$ cat config.mk
export PLATFORM = sky130hd
export DESIGN_NAME = ram_sdp_arbiter_512x32
export DESIGN_NICKNAME = d
export VERILOG_FILES = /design/src/rtl/ram_sdp_arbiter_512x32.sv
export SDC_FILE = /design/constraint.sdc
export NUM_CORES = 1
export LEC_CHECK = 0
export ABC_AREA = 1
export BUFFER_PORTS_ARGS = -buffer_cell sky130_fd_sc_hd__buf_2
export CAP_MARGIN = 20
export CORE_MARGIN = 2
export CORE_UTILIZATION = 40
export DETAILED_ROUTE_END_ITERATION = 10
export HOLD_SLACK_MARGIN = 0.06
export PLACE_DENSITY_LB_ADDON = 0.25
export SYNTH_ARGS = -nofsm -noshare
export SYNTH_HDL_FRONTEND = slang
export SYNTH_SLANG_ARGS = --single-unit
$ cat constraint.sdc
create_clock -name clk -period 1.9 [get_ports clk]
set_clock_uncertainty 0.05 [all_clocks]
set_input_delay 0.095 -clock clk [delete_from_list [all_inputs] [get_ports clk]]
set_output_delay 0.095 -clock clk [all_outputs]
set_load 0.02 [all_outputs]
$ cat src/rtl/ram_sdp_arbiter_512x32.sv
// Controller and arbiter for a simple dual-port RAM (one write port, one
// synchronous read port with 1-cycle latency) shared by two requesters.
//
// State table:
//   state   | meaning
//   ST_INIT | fill sweep: write INIT_VAL to every address, no grants issued
//   ST_RUN  | normal operation: independent round-robin on write and read ports
//
// Ports:
//   clk, reset (async, active-low), clear (restart fill sweep)
//   init_done                      : high while in ST_RUN
//   wr_req/addr/data/gnt_{0,1}     : client write ports, gnt is combinational
//   rd_req/addr/gnt_{0,1}          : client read request ports, gnt combinational
//   rd_valid/data_{0,1}            : read response, one cycle after grant
//   ram_we/waddr/wdata             : RAM write port
//   ram_re/raddr/rdata             : RAM read port (rdata valid cycle after re)
module ram_sdp_arbiter_512x32 #(
  parameter int                ADDR_W   = 9,
  parameter int                DATA_W   = 32,
  parameter logic [DATA_W-1:0] INIT_VAL = '0
) (
  input  logic              clk,
  input  logic              reset,
  input  logic              clear,
  output logic              init_done,
  input  logic              wr_req_0,
  input  logic [ADDR_W-1:0] wr_addr_0,
  input  logic [DATA_W-1:0] wr_data_0,
  output logic              wr_gnt_0,
  input  logic              wr_req_1,
  input  logic [ADDR_W-1:0] wr_addr_1,
  input  logic [DATA_W-1:0] wr_data_1,
  output logic              wr_gnt_1,
  input  logic              rd_req_0,
  input  logic [ADDR_W-1:0] rd_addr_0,
  output logic              rd_gnt_0,
  output logic              rd_valid_0,
  output logic [DATA_W-1:0] rd_data_0,
  input  logic              rd_req_1,
  input  logic [ADDR_W-1:0] rd_addr_1,
  output logic              rd_gnt_1,
  output logic              rd_valid_1,
  output logic [DATA_W-1:0] rd_data_1,
  output logic              ram_we,
  output logic [ADDR_W-1:0] ram_waddr,
  output logic [DATA_W-1:0] ram_wdata,
  output logic              ram_re,
  output logic [ADDR_W-1:0] ram_raddr,
  input  logic [DATA_W-1:0] ram_rdata
);

  typedef enum logic {ST_INIT, ST_RUN} state_t;

  // One extra counter bit keeps the terminal compare unambiguous.
  localparam logic [ADDR_W:0] FILL_LAST = {1'b0, {ADDR_W{1'b1}}};
  localparam logic [ADDR_W:0] CNT_ONE   = {{ADDR_W{1'b0}}, 1'b1};

  state_t            state, state_nxt;
  logic [ADDR_W:0]   cnt, cnt_nxt;
  logic              last_wr, last_rd;
  logic              col_q;
  logic [DATA_W-1:0] col_data_q;
  logic [DATA_W-1:0] rd_hold_0, rd_hold_1;
  logic [DATA_W-1:0] rd_resp;

  assign init_done = (state == ST_RUN);

  always_comb begin
    state_nxt = state;
    cnt_nxt   = cnt;
    wr_gnt_0  = 1'b0;
    wr_gnt_1  = 1'b0;
    rd_gnt_0  = 1'b0;
    rd_gnt_1  = 1'b0;
    ram_we    = 1'b0;
    ram_waddr = '0;
    ram_wdata = '0;
    ram_re    = 1'b0;
    ram_raddr = '0;
    case (state)
      ST_INIT: begin
        // Gated by reset so the RAM sees no write while reset is held.
        ram_we    = reset;
        ram_waddr = cnt[ADDR_W-1:0];
        ram_wdata = INIT_VAL;
        if (clear) begin
          cnt_nxt = '0;
        end else if (cnt == FILL_LAST) begin
          state_nxt = ST_RUN;
          cnt_nxt   = '0;
        end else begin
          cnt_nxt = cnt + CNT_ONE;
        end
      end
      ST_RUN: begin
        // On a tie the requester that was not granted last wins.
        wr_gnt_0 = wr_req_0 & (~wr_req_1 | last_wr);
        wr_gnt_1 = wr_req_1 & (~wr_req_0 | ~last_wr);
        rd_gnt_0 = rd_req_0 & (~rd_req_1 | last_rd);
        rd_gnt_1 = rd_req_1 & (~rd_req_0 | ~last_rd);
        if (wr_gnt_1) begin
          ram_we    = 1'b1;
          ram_waddr = wr_addr_1;
          ram_wdata = wr_data_1;
        end else if (wr_gnt_0) begin
          ram_we    = 1'b1;
          ram_waddr = wr_addr_0;
          ram_wdata = wr_data_0;
        end
        if (rd_gnt_1) begin
          ram_re    = 1'b1;
          ram_raddr = rd_addr_1;
        end else if (rd_gnt_0) begin
          ram_re    = 1'b1;
          ram_raddr = rd_addr_0;
        end
        if (clear) begin
          state_nxt = ST_INIT;
          cnt_nxt   = '0;
        end
      end
      default: begin
        state_nxt = ST_INIT;
        cnt_nxt   = '0;
      end
    endcase
  end

  always_ff @(posedge clk or negedge reset) begin
    if (!reset) begin
      state      <= ST_INIT;
      cnt        <= '0;
      last_wr    <= 1'b1;
      last_rd    <= 1'b1;
      rd_valid_0 <= 1'b0;
      rd_valid_1 <= 1'b0;
      col_q      <= 1'b0;
      col_data_q <= '0;
      rd_hold_0  <= '0;
      rd_hold_1  <= '0;
    end else begin
      state      <= state_nxt;
      cnt        <= cnt_nxt;
      if (wr_gnt_0 | wr_gnt_1) last_wr <= wr_gnt_1;
      if (rd_gnt_0 | rd_gnt_1) last_rd <= rd_gnt_1;
      rd_valid_0 <= rd_gnt_0;
      rd_valid_1 <= rd_gnt_1;
      // The RAM is read-first; clients see write-first on a same-address hit.
      col_q      <= ram_we & ram_re & (ram_waddr == ram_raddr);
      col_data_q <= ram_wdata;
      if (rd_valid_0) rd_hold_0 <= rd_resp;
      if (rd_valid_1) rd_hold_1 <= rd_resp;
    end
  end

  assign rd_resp   = col_q ? col_data_q : ram_rdata;
  assign rd_data_0 = rd_valid_0 ? rd_resp : rd_hold_0;
  assign rd_data_1 = rd_valid_1 ? rd_resp : rd_hold_1;

endmodule

* After elaboration in Yosys (flattened, before gate mapping)
Cells that the tools add are included.
** Storage, ports and cells
- Bits in writable memories :: 0
- Bits in registers :: 112
- Logic and storage cells :: 63
- Memories kept :: 0
- Bits in latches :: 0
- Output and inout bits :: 123
- ROM bits :: 0
** Operators by class
- Multipliers :: 0
- Bitwise logic cells :: 19
- Mux-type cells :: 30
- Reductions and logical operators :: 0
- Shift operators :: 0
- $lt $le $gt $ge :: 0
- Divide/modulo/power cells :: 0
- Add/subtract/negate cells :: 1
- Equality and inequality tests :: 3
** Operators with widths (number)
- $mux W32 :: 5
- $pmux W32 S2 :: 1
- $mux W9 :: 5
- $mux W10 :: 3
- $pmux W10 S2 :: 1
- $pmux W9 S2 :: 1
- $mux W1 :: 12
- $add A10 B1 Y10 const B :: 1
- $eq A10 B9 Y1 const B :: 1
- $eq A9 B9 Y1 :: 1
- $not A1 Y1 :: 7
- $and A1 B1 Y1 :: 6
- $or A1 B1 Y1 :: 6
- $pmux W1 S2 :: 2
- $ne A2 B2 Y1 const B :: 1

* Depth between registers and ports, before layout
- Depth after elaboration :: 8
- Mapped depth :: 12

* Worst setup path after synthesis
OpenSTA, ideal clock, no wires.
- Path kind :: flip-flop to flip-flop
- From :: register state (netlist: init_done)
- To :: register col_data_q[22]
- Cell stages (with the launch flop) :: 7
- Data required time :: 1.742 ns
- Setup time :: 0.108 ns
- Arrival :: 1.546 ns
- Path slack :: 0.197 ns
- Clock period less this slack :: 1.703 ns
- Cell sequence :: dfrtp_1 -> buf_4 -> buf_6 -> nand3_1 -> inv_1 -> buf_2 -> a22o_1
** Between the ends
- Cells in the longest elaborated chain, start to end :: 2
** Ends and longest elaborated chain
- start: declaration :: RTL line 58 : state_t state, state_nxt;
- start signal: assignment :: RTL line 142 : state <= state_nxt;
- $not A1 Y1
- $pmux W32 S2 * :: RTL line 80 : case (state)
- via ram_wdata[22] :: RTL line 46 : output logic [DATA_W-1:0] ram_wdata,
- end signal: assignment :: RTL line 150 : col_data_q <= ram_wdata;
- end: declaration :: RTL line 62 : logic [DATA_W-1:0] col_data_q;
The timed path passes the listed nets; every way through them passes the cells marked *.
A chain may end at the register's enable or synchronous reset.

* Worst setup path in the final report
- From :: register col_q
- To :: output rd_data_0[16]
** Between the ends
- Cells in the longest elaborated chain, start to end :: 2
** Ends and longest elaborated chain
- start: declaration :: RTL line 61 : logic col_q;
- start signal: assignment :: RTL line 149 : col_q <= ram_we & ram_re & (ram_waddr == ram_raddr);
- $mux W32 :: RTL line 156 : assign rd_resp = col_q ? col_data_q : ram_rdata;
- $mux W32
- end: declaration :: RTL line 38 : output logic [DATA_W-1:0] rd_data_0,
No other way between the ends.

==> metrics.cfg <==
[job]
cap_violations=0

[power]
power.switching_w=0.00157
total_power_w=0.00576
internal-power_w=0.00419
powerDensity_mw_per_mm2=717
combPwrFrac_pct=19.1
ir_worst_vdd_mv=0.509
leakage_nw=4.19
switching_share_pct=27.3
power_frac_seq_pct=45.5
power_frac_clock_pct=35.4

[clocking]
clkTransAtPathRegs_ns=0.07
cts_tree=built
cts.path.max_buffers=2
cts.htree.levels=3
cts_sinks=112
clk-insertion-delay-late_ns=0.35
cts_buffers=9
cts_root_buffer=clkbuf_16

[placement]
place_area_mm2=0.00671
dpl.cell_count=980
port_buffers=261
place.gp.congestion=0.896
dp_hpwl_um=12200

[worst_setup_path]
crit_family=buffers and inverters
crit_fanout=32
end_kind=primary output
crit_path_cell_trace=buf_12 > mux2i_1 > o21ai_0 > buf_2
crit_buf_inv=2
cpMaxStageDelayCell=dfrtp_2
slowest_delay_ns=0.41
start_kind=flop
arrival_ns=1.75
required_ns=1.75
critPathKind=flop to primary output

[cells_and_area]
final_cell_mix=buf_2, nand2_1, dfrtp_1
syn_to_final_growth_pct=55.7
drive_gt1_share_pct=37.4
fin_nets=1039
final_cells=1077
final_common_cell=buf_2
fin_area_mm2=0.00803

[sta]
max_freq_mhz=526
setup_viol=0
relSlewSlack_pct=61.1
layout_worst_path_cycle_share_pct=100
slew_violations=0
worst_pin_slew_ns=0.584
hold_viol_final=0
whs_ns=0.0759
grt_setup_unrepaired=true
fin_crit_ns=1.90

[floorplan]
die_h_um=118
start_util_pct=40.9
fp.dieW_um=118
ios=262
die_area_mm2=0.0138
coreArea_mm2=0.0126
rows=41

[synth]
yosysSeqAreaShare_pct=54.4
synth-seq-cells=112
synthesis.nets=700
synth_cells=560
yosys_warnings=0
synthDistinctLibCells=30
synth_area_mm2=0.00516
avgSynthCellArea_um2=9.21

[global_route]
grt_pass1_wl_um=28400
grt_usage_pct=26.0
antenna_found_initial=1
globalRouteOverflowTotal=0
grt_max_degree=113
grt_pass1_vias=5569

[detailed_routing]
postRouteAntennaNets=0
vias=5514
first_iter_violations=545
vias_per_cell=5.12
wire_per_inst_um=17.7
route.detailed.drc=0
routed_wl_um=19100
dr.pass1.iters=5

[run_status]
outcome=complete, no violations

[hold_path]
min_path_type=input pin to flop

worst register-to-register path, cell delays in order (launching register included):
cell     delay (ns)
dfrtp_1        0.44
ha_1           0.26
nand4_1        0.16
nor2_1         0.09
nand2_1        0.07
nand2_1        0.07
nor2_2         0.26
inv_1          0.13
mux2i_1        0.16
power by group through the flow:
stage                     sequential [W]  clock (W)  combinational, W
after floorplan                  0.00265          0          0.000503
after global placement           0.00266          0          0.000950
after detailed placement         0.00266          0          0.000965
after CTS                        0.00262    0.00206           0.00107
after global routing             0.00264    0.00217           0.00119
final                            0.00262    0.00204           0.00110
layout make-up:
cell class | instances | area (um^2)
tap | 172 | 215
multi-input combinational | 384 | 2160
timing repair buffer | 357 | 2380
antenna | 1 | 2.50
sequential | 112 | 2810
fill | 1050 | 4590
inverter | 35 | 149
clock buffer | 11 | 243
clock inverter | 5 | 78.8
synthesized netlist by cell type:
cell	instances	area share, %
a21oi_1	4	0.39
a22o_1	32	5.4
buf_2	9	0.87
buf_4	3	0.44
buf_6	2	0.44
clkbuf_1	15	1.1
clkinv_1	2	0.15
clkinv_2	1	0.097
dfrtp_1	110	53
dfstp_2	2	1.0
ha_1	1	0.24
inv_1	29	2.1
inv_2	3	0.22
mux2i_1	33	6.4
nand2_1	146	11
nand2_2	5	0.61
nand3_1	35	3.4
nand3_2	1	0.19
nand3b_1	3	0.44
nand4_1	9	1.1
nor2_1	26	1.9
nor2_2	1	0.12
nor2_4	2	0.44
nor3_1	1	0.097
o21a_1	3	0.44
o21ai_0	71	6.9
o21ai_1	1	0.097
o21ai_2	2	0.34
o22ai_1	5	0.61
xor2_1	3	0.51
sequential cells by signal (all words and copies together), names as in the netlist:
register    flops
init_done       1
col_q           1
last_wr         1
rd_valid_0      1
cnt            10
last_rd         1
rd_hold_0      32
col_data_q     32
rd_hold_1      32
rd_valid_1      1
kinds of logic after synthesis:
kind of cell | after synthesis | share of synthesized area [%]
fa+ha+maj | 1 | 0.242
simple gates | 229 | 18.9
buf+inv | 64 | 5.41
xor+xnor | 3 | 0.509
flops | 112 | 54.4
mux | 33 | 6.40
compound gates | 118 | 14.2
through the flow:
| step | TNS [ns] | utilization (%) | setup slack [ns] |
|---|---|---|---|
| 6_report | 0 | 63.7 | 0.000498 |
| 5_1_grt | -0.270 | 63.7 | -0.0904 |
| 3_3_place_gp | 0 | 53.2 | 0.221 |
| 4_1_cts | 0 | 61.2 | 0.00750 |
| 2_1_floorplan | 0 | - | 0.197 |
| 3_5_place_dp | 0 | 53.2 | 0.131 |
metal layers:
metal / part of all wire, % / vias up / GRT usage (%)
li1: - / 2573 / -
met1: 39 / 2557 / 29.5
met2: 50 / 306 / 45.6
met3: 6.9 / 78 / 5.96
met4: 4.7 / 0 / 13.4
met5: 0 / - / 0
final timing paths:
| check | startpoint | to | slack, ns | depth (start not counted) |
|---|---|---|---|---|
| max | col_q$_DFF_PN0_ | rd_data_0[16] | 0.0005 | 4 |
| max in group asynchronous | reset | init_done$_DFF_PN0_ | 0.96 | 3 |
| min in group asynchronous | reset | col_data_q[1]$_DFF_PN0_ | 0.39 | 3 |
| max reg2reg | cnt[0]$_DFFE_PN0P_ | cnt[0]$_DFFE_PN0P_ | 0.14 | 8 |
| min | ram_rdata[20] | rd_hold_1[20]$_DFF_PN0_ | 0.08 | 3 |
| min reg2reg | rd_hold_1[11]$_DFF_PN0_ | rd_hold_1[11]$_DFF_PN0_ | 0.44 | 2 |
what timing repair did:
item                                    in CTS  in global routing
setup buffers                                2                  8
hold buffers                                67                  0
hold endpoints to repair                   148                  0
gates cloned                                 0                  3
endpoints found under the setup margin      32                 48
pin swaps                                    0                 11
resized for setup                            3                 49
No activity file was read; power rests on OpenSTA's default activity.
